## config.mk

```make
export PLATFORM = sky130hd
export DESIGN_NAME = pkt_store_fwd_fifo
export DESIGN_NICKNAME = d
export VERILOG_FILES = /design/src/rtl/hog_stream_pkg.sv /design/src/rtl/sdp_ram.sv /design/src/rtl/pkt_store_fwd_fifo.sv
export SDC_FILE = /design/constraint.sdc
export NUM_CORES = 2
export LEC_CHECK = 0
export CAP_MARGIN = 20
export CORE_MARGIN = 5
export CORE_UTILIZATION = 65
export DETAILED_ROUTE_END_ITERATION = 16
export PLACE_DENSITY = 0.86
export SYNTH_ARGS = -nofsm -noshare
export SYNTH_HDL_FRONTEND = slang
export SYNTH_SLANG_ARGS = --single-unit
```

## constraint.sdc

```tcl
create_clock -name clk -period 24.9 [get_ports clk]
set_input_delay 6.225 -clock clk [delete_from_list [all_inputs] [get_ports clk]]
set_output_delay 6.225 -clock clk [all_outputs]
set_load 0.02 [all_outputs]
```

## src/rtl/hog_stream_pkg.sv

```systemverilog
// rtl/hog_stream_pkg.sv - shared stream geometry for the window data path
package hog_stream_pkg;

    localparam int BUS_WIDTH    = 128;
    localparam int WINDOW_WIDTH = 1152;
    localparam int PKT_BEATS    = WINDOW_WIDTH / BUS_WIDTH;

    // Bits needed to count 0..value-1; never narrower than one bit.
    function automatic int clog2(input int value);
        int w;
        w = 0;
        while ((1 << w) < value) begin
            w++;
        end
        return (w < 1) ? 1 : w;
    endfunction

    localparam int BEAT_WIDTH = clog2(PKT_BEATS);

endpackage

```

## src/rtl/sdp_ram.sv

```systemverilog
// rtl/sdp_ram.sv - simple dual-port array, registered write, combinational read
module sdp_ram #(
    parameter int DATA_WIDTH = 128,
    parameter int ADDR_WIDTH = 5
) (
    input  logic                  i_clk,
    input  logic                  i_wr_en,
    input  logic [ADDR_WIDTH-1:0] i_wr_addr,
    input  logic [DATA_WIDTH-1:0] i_wr_data,
    input  logic [ADDR_WIDTH-1:0] i_rd_addr,
    output logic [DATA_WIDTH-1:0] o_rd_data
);

    logic [DATA_WIDTH-1:0] r_mem [2**ADDR_WIDTH];

    // No reset: contents are only meaningful between the pointers.
    always_ff @(posedge i_clk) begin
        if (i_wr_en) begin
            r_mem[i_wr_addr] <= i_wr_data;
        end
    end

    assign o_rd_data = r_mem[i_rd_addr];

endmodule

```

## src/rtl/pkt_store_fwd_fifo.sv

```systemverilog
// rtl/pkt_store_fwd_fifo.sv - store-and-forward window FIFO, presents only complete windows
module pkt_store_fwd_fifo #(
    parameter int BUS_WIDTH  = hog_stream_pkg::BUS_WIDTH,
    parameter int PKT_BEATS  = hog_stream_pkg::PKT_BEATS,
    parameter int ADDR_WIDTH = 5
) (
    input  logic                  clk,
    input  logic                  rst_n,
    input  logic [BUS_WIDTH-1:0]  in_data,
    input  logic                  in_valid,
    output logic                  in_ready,
    output logic [BUS_WIDTH-1:0]  out_data,
    output logic                  out_valid,
    input  logic                  out_ready,
    output logic                  out_last,
    output logic [ADDR_WIDTH:0]   pkt_count,
    output logic [ADDR_WIDTH:0]   level
);

    import hog_stream_pkg::*;

    localparam int                  BEAT_W    = clog2(PKT_BEATS);
    localparam logic [BEAT_W-1:0]   LAST_BEAT = BEAT_W'(PKT_BEATS - 1);
    localparam logic [ADDR_WIDTH:0] WRAP_BIT  = {1'b1, {ADDR_WIDTH{1'b0}}};

    generate
        if ((2 ** ADDR_WIDTH) < PKT_BEATS) begin : g_depth_check
            $error("pkt_store_fwd_fifo: storage shallower than one packet");
        end
    endgenerate

    logic [ADDR_WIDTH:0] r_wr_ptr;
    logic [ADDR_WIDTH:0] r_rd_ptr;
    logic [BEAT_W-1:0]   r_in_beat;
    logic [BEAT_W-1:0]   r_out_beat;
    logic [ADDR_WIDTH:0] r_pkt_count;

    logic w_full;
    logic w_wr;
    logic w_rd;
    logic w_pkt_done;
    logic w_pkt_drain;

    assign w_full      = ((r_wr_ptr ^ r_rd_ptr) == WRAP_BIT);
    assign in_ready    = !w_full;
    assign out_valid   = (r_pkt_count != '0);
    assign out_last    = out_valid && (r_out_beat == LAST_BEAT);
    assign pkt_count   = r_pkt_count;
    assign level       = r_wr_ptr - r_rd_ptr;

    assign w_wr        = in_valid && in_ready;
    assign w_rd        = out_valid && out_ready;
    assign w_pkt_done  = w_wr && (r_in_beat == LAST_BEAT);
    assign w_pkt_drain = w_rd && (r_out_beat == LAST_BEAT);

    sdp_ram #(
        .DATA_WIDTH (BUS_WIDTH),
        .ADDR_WIDTH (ADDR_WIDTH)
    ) u_ram (
        .i_clk     (clk),
        .i_wr_en   (w_wr),
        .i_wr_addr (r_wr_ptr[ADDR_WIDTH-1:0]),
        .i_wr_data (in_data),
        .i_rd_addr (r_rd_ptr[ADDR_WIDTH-1:0]),
        .o_rd_data (out_data)
    );

    always_ff @(posedge clk or negedge rst_n) begin
        if (!rst_n) begin
            r_wr_ptr  <= '0;
            r_in_beat <= '0;
        end else if (w_wr) begin
            r_wr_ptr  <= r_wr_ptr + 1'b1;
            r_in_beat <= (r_in_beat == LAST_BEAT) ? '0 : r_in_beat + 1'b1;
        end
    end

    always_ff @(posedge clk or negedge rst_n) begin
        if (!rst_n) begin
            r_rd_ptr   <= '0;
            r_out_beat <= '0;
        end else if (w_rd) begin
            r_rd_ptr   <= r_rd_ptr + 1'b1;
            r_out_beat <= (r_out_beat == LAST_BEAT) ? '0 : r_out_beat + 1'b1;
        end
    end

    // A window completing and another draining in the same cycle cancel out.
    always_ff @(posedge clk or negedge rst_n) begin
        if (!rst_n) begin
            r_pkt_count <= '0;
        end else begin
            case ({w_pkt_done, w_pkt_drain})
                2'b10:   r_pkt_count <= r_pkt_count + 1'b1;
                2'b01:   r_pkt_count <= r_pkt_count - 1'b1;
                default: r_pkt_count <= r_pkt_count;
            endcase
        end
    end

endmodule

```

; Word level (Yosys, flattened, before mapping)
; Memory sizes are Yosys's and may differ from the RTL's.
; Index checks and enable logic that the tools add are counted.
[classes]
bitwise = 1
n_mul = 0
div = 0
reduce_logical = 8
addsub = 7
mux = 5
n_shift = 0
n_lt_le_gt_ge = 0
n_eq_ne = 5
[ops]
columns = cell, n
row1 = adder 6 x 1 -> 6 bit (second input constant), 3
row2 = case mux 6 bit (2 select lines), 1
row3 = adder 4 x 1 -> 4 bit (second input constant), 2
row4 = == test 4 bit (second input constant), 2
row5 = two-way mux 4 bit, 2
row6 = == test 6 bit (second input constant), 1
row7 = nonzero test 6 bit, 1
row8 = subtractor 6 x 1 -> 6 bit (second input constant), 1
row9 = subtractor 6 bit, 1
row10 = XOR 6 bit, 1
row11 = logical AND 1 bit, 5
row12 = == test 2 x 1 -> 1 bit (second input constant), 1
row13 = == test 2 bit (second input constant), 1
row14 = two-way mux 1 bit, 2
row15 = nonzero test 2 bit, 1
row16 = zero test 1 bit, 1
[word_totals]
mem_bits_rw = 4096
out_inout_bits = 143
wordCells = 32
romBits = 0
latchBits = 0
reg_bits = 26
input_bits = 132
mem_count = 1
[memory_table]
columns = name, words, word_bits, rd, rd_ports_with_merged_regs, wr, line
row1 = u_ram.r_mem, 32, 128, 1, 0, 1, sdp_ram.sv:14  ; logic [DATA_WIDTH-1:0] r_mem [2**ADDR_WIDTH];

; Longest topological paths before layout
[depth]
ltp_word = 7
depth_mapped = 16
ltp_nobuf = 12

; Modules after synthesis
; From an unflattened synthesis, not the netlist that was laid out.
[hier_totals]
hier_cells = 6488
hier_area_um2 = 154391.8
[modules_own_cells]
columns = module, seq_area_each_um2, n_inst, cells_per_inst, area_each_um2
row1 = sdp_ram, 122998.0, 1, 6312, 152673.9
row2 = pkt_store_fwd_fifo, 650.6, 1, 176, 1717.9

; Worst setup path after synthesis
; OpenSTA, ideal clock, no wires.
[synth_path]
path_kind = input to register
startpoint = in in_valid
endpoint = mem u_ram.r_mem[13][0], enable pin
setup_time_ps = 617
path_stages = 5
setup_slack_ps = 11861
path_buffers = 1
arrival_time_ps = 12422
cell_sequence = inv_1 > a41oi_2 > clkbuf_1 > nand2_1 > nor2_1
[synth_between]
elab_chain_len = 3
[synth_lines]
columns = item, line
row1 = start: declaration, pkt_store_fwd_fifo.sv:10  ; input logic in_valid,
row2 = logical AND 1 bit, pkt_store_fwd_fifo.sv:51  ; assign w_wr = in_valid && in_ready;
row3 = two-way mux 1 bit, sdp_ram.sv:18  ; if (i_wr_en) begin
row4 = two-way mux 1 bit (implied by the code), sdp_ram.sv:19  ; r_mem[i_wr_addr] <= i_wr_data;
row5 = end: declaration, sdp_ram.sv:14
; No other way between the ends.

; Final worst setup path
[layout_path]
startpoint = reg r_rd_ptr[1]
endpoint = out out_data[43]
[layout_between]
elab_chain_len = 1
[layout_lines]
columns = item, line
row1 = start: declaration, pkt_store_fwd_fifo.sv:33  ; logic [ADDR_WIDTH:0] r_rd_ptr;
row2 = start signal: assignment, pkt_store_fwd_fifo.sv:83  ; r_rd_ptr <= r_rd_ptr + 1'b1;
row3 = memory read (32 x 128 bit), -
row4 = end: declaration, pkt_store_fwd_fifo.sv:12  ; output logic [BUS_WIDTH-1:0] out_data,
; No other way between the ends.

==> flow_summary.ini <==
[clock_tree]
cts_setup_buffers = 0
clk_latency_ns = 1.08
clock-sinks = 4122
hold_buffers = 0
clock_tree.buffer_depth = 4
clk_pin_slew_ns = 0.07
clockRootBuffer = clkbuf_16
cts_tree = built
htreeDepth = 5
cts_buffers = 398
ctsResizeCount = 0

[cells_and_area]
areaGrowthSynthToFinish_pct = 12.9
final_util = 0.737
drive_gt1_frac = 0.210
nets = 7447

[sta]
fmax_mhz = 72.9
finalCritPeriodShare = 0.551
slew_viol_final = 2
holdWs_ns = 0.498
fin_tns_setup_ns = 0
fin_crit_ns = 13.72
final_hold_viol_count = 0
slew_headroom = -0.0186
worstMarginPinSlew_ns = 1.52
fin_ws_ns = 11.18
grt_setup_unrepaired = false
finClkSkew_ns = 0.0840
setup_violations = 0

[synth]
synthMuxAreaShare = 0.145
yosys.area.top_type = edfxtp_1
syn_area_mm2 = 0.156
synth-simple-area-share = 0.00633
synth-xor-area-share = 0.000901
yosys_warnings = 0
synth_top_area_frac = 0.791
async_flop_share = 0.00631
synth-seq-cells = 4122
syn_area_per_cell_um2 = 22.8
synth_flop_cell = edfxtp_1
postSynthCellCount = 6827
synth_fp_nets = 6980
synth.area.top_cells = edfxtp_1 (79%), mux4_2 (12%), mux2i_1 (2.9%)
ys_types = 60
synth_top_family_by_area = multiplexers
synthAdderAreaFrac = 0.00179
yosysSeqAreaShare = 0.795
synth_compound_area_frac = 0.0379
synth_edf_count = 4096

[power]
power.density_mw_per_mm2 = 122
leakage_nw = 55.1
ir_worst_vdd_v = 0.000104

[drt]
dr.pass1.iters = 9
wire_per_inst_um = 50.0
via_per_inst = 8.47
drc_errors = 0
drtIter0Drc = 20600
ant_nets = 0
route.vias.total = 91600
wl_um = 540000

[setup_path]
crit_arrival_ns = 7.49
worst-path-max-fanout = 131
worstReg2RegStart = r_rd_ptr[1]$_DFFE_PN0P_
path_class = flop to output pin
r2r_slack_ns = 15.91
endpoint_kind = output pin
timing.reg2reg.worst_path_depth = 10
r2r_end = u_ram.r_mem[12][103]$_DFFE_PP_
required_ns = 18.67
cp-start-kind = flop

[hold_path]
hold_depth = 1
holdPathEnd = r_rd_ptr[5]$_DFFE_PN0P_
hold_start = r_rd_ptr[5]$_DFFE_PN0P_
hp-class = flop to flop

[global_route]
grt_overflow = 0
track_usage = 0.394
grt_pass1_vias = 87400
grt_first_pass_wirelength_um = 680000
antenna_found_initial = 58
grt_max_degree = 141

[floorplan]
coreArea_mm2 = 0.238
die_w_um = 499
row_count = 179
die_h_um = 499
dieArea_mm2 = 0.249
initial_core_util = 0.653
ios = 275

[outcome]
status = finished with violations
violations = max-capacitance violations, max-slew violations

[placement]
portBuffers = 274
place_ws_ns = 12.21
dp_hpwl_um = 199000
routabilityCongestion = 0.763

[job]
cap_violations = 1
[registers in the layout (all words and copies together), names as in the netlist]
| name | cells |
|---|---|
| r_out_beat | 4 |
| r_in_beat | 4 |
| r_wr_ptr | 6 |
| r_rd_ptr | 6 |
| u_ram.r_mem | 4096 |
| pkt_count | 6 |
[synthesized netlist by cell type (3+ instances only)]
library cell and number:
a221oi_1 32, clkbuf_1 206, ha_1 19, nor2_1 45, mux2i_1 448, buf_8 3
a211oi_1 115, or3_1 3, and3_1 3, inv_1 17, o22ai_1 208, o21a_1 3
nand3b_1 5, xor2_1 3, nand4_1 20, o21ai_0 13, o221ai_1 128, a22o_1 17
nor2b_1 6, buf_4 71, a22oi_1 176, edfxtp_1 4096, a21oi_1 132, buf_6 11
nand3_1 5, nor4bb_1 3, nand2_1 30, mux4_2 800, or3b_2 3, nor3_2 16
mux2_2 3, nor3_1 18, buf_1 14, buf_2 83, xnor2_1 13, dfrtp_1 26
[cells in the final DEF (no fill, tap or decap), types with 19 or more instances in the layout]
cell,n
a22oi_1,176
clkinv_1,84
buf_12,28
buf_4,122
clkbuf_16,408
nor2_4,33
dfrtp_1,22
o221ai_1,128
nand4_1,20
ha_1,19
buf_16,21
mux2i_1,448
o22ai_1,208
mux4_2,800
a211oi_1,115
clkinv_2,63
a221oi_1,32
a21oi_1,132
edfxtp_1,4096
clkdlybuf4s50_1,274
clkbuf_1,86
diode_2,49
bufinv_16,40
nand2_1,24
[worst max-delay path by stage]
| stage | from | to | slack [ns] |
|---|---|---|---|
| floorplan | in_valid | u_ram.r_mem[13][0]$_DFFE_PP_ | 11.86 |
| global placement | r_rd_ptr[0]$_DFFE_PN0P_ | out_data[59] | 12.29 |
| detailed placement | r_rd_ptr[0]$_DFFE_PN0P_ | out_data[59] | 12.21 |
| CTS | r_rd_ptr[0]$_DFFE_PN0P_ | out_data[59] | 10.85 |
| global route | r_rd_ptr[0]$_DFFE_PN0P_ | out_data[59] | 10.95 |
| finish | r_rd_ptr[1]$_DFFE_PN0P_ | out_data[43] | 11.18 |
[where the power goes]
group | total (mW) | internal [mW] | leakage [nW] | switching [mW]
sequential | 8.39 | 8.11 | 37.2 | 0.275
clock | 6.26 | 3.39 | 6.11 | 2.87
combinational | 6.75 | 2.50 | 11.7 | 4.25
total | 21.4 | 14.0 | 55.1 | 7.39
[through the flow]
stage / instance area (µm²) / cells / power [mW]
2_1_floorplan: 156000 / 6827 / 12.2
3_3_place_gp: 162000 / 10000 / 14.3
3_5_place_dp: 162000 / 10000 / 14.5
4_1_cts: 175000 / 10700 / 20.8
5_1_grt: 176000 / 10800 / 21.7
6_report: 176000 / 10800 / 21.4
[kinds of logic after synthesis]
family,Yosys count
adder cells (fa/ha/maj),21
AO/OA/AOI/OAI,837
buffers and inverters,408
flip-flops,4122
XOR/XNOR,16
multiplexers,1251
AND/OR/NAND/NOR,172
[per-layer routing]
layer / GRT usage / routed length, µm
met3: 0.121 / 93100
met1: 0.479 / 144000
met5: 0.000761 / 214
met2: 0.611 / 241000
met4: 0.281 / 62300
[layout make-up]
type / count / area [µm²]
antenna: 49 / 123
multi-input combinational: 2297 / 30200
clock buffer: 492 / 10400
sequential: 4122 / 124000
fill: 11300 / 62500
timing repair buffer: 457 / 5030
tap: 3167 / 3960
inverter: 18 / 70.1
clock inverter: 212 / 2080
[worst max-delay path, cell delays in order (launching register included)]
cell,delay (ns)
dfrtp_4,1.04
buf_12,0.61
buf_4,1.03
buf_4,0.88
mux4_2,0.41
a22oi_1,0.09
a211oi_1,1.14
clkdlybuf4s50_1,0.83
Power figures use the tool's default switching activity.
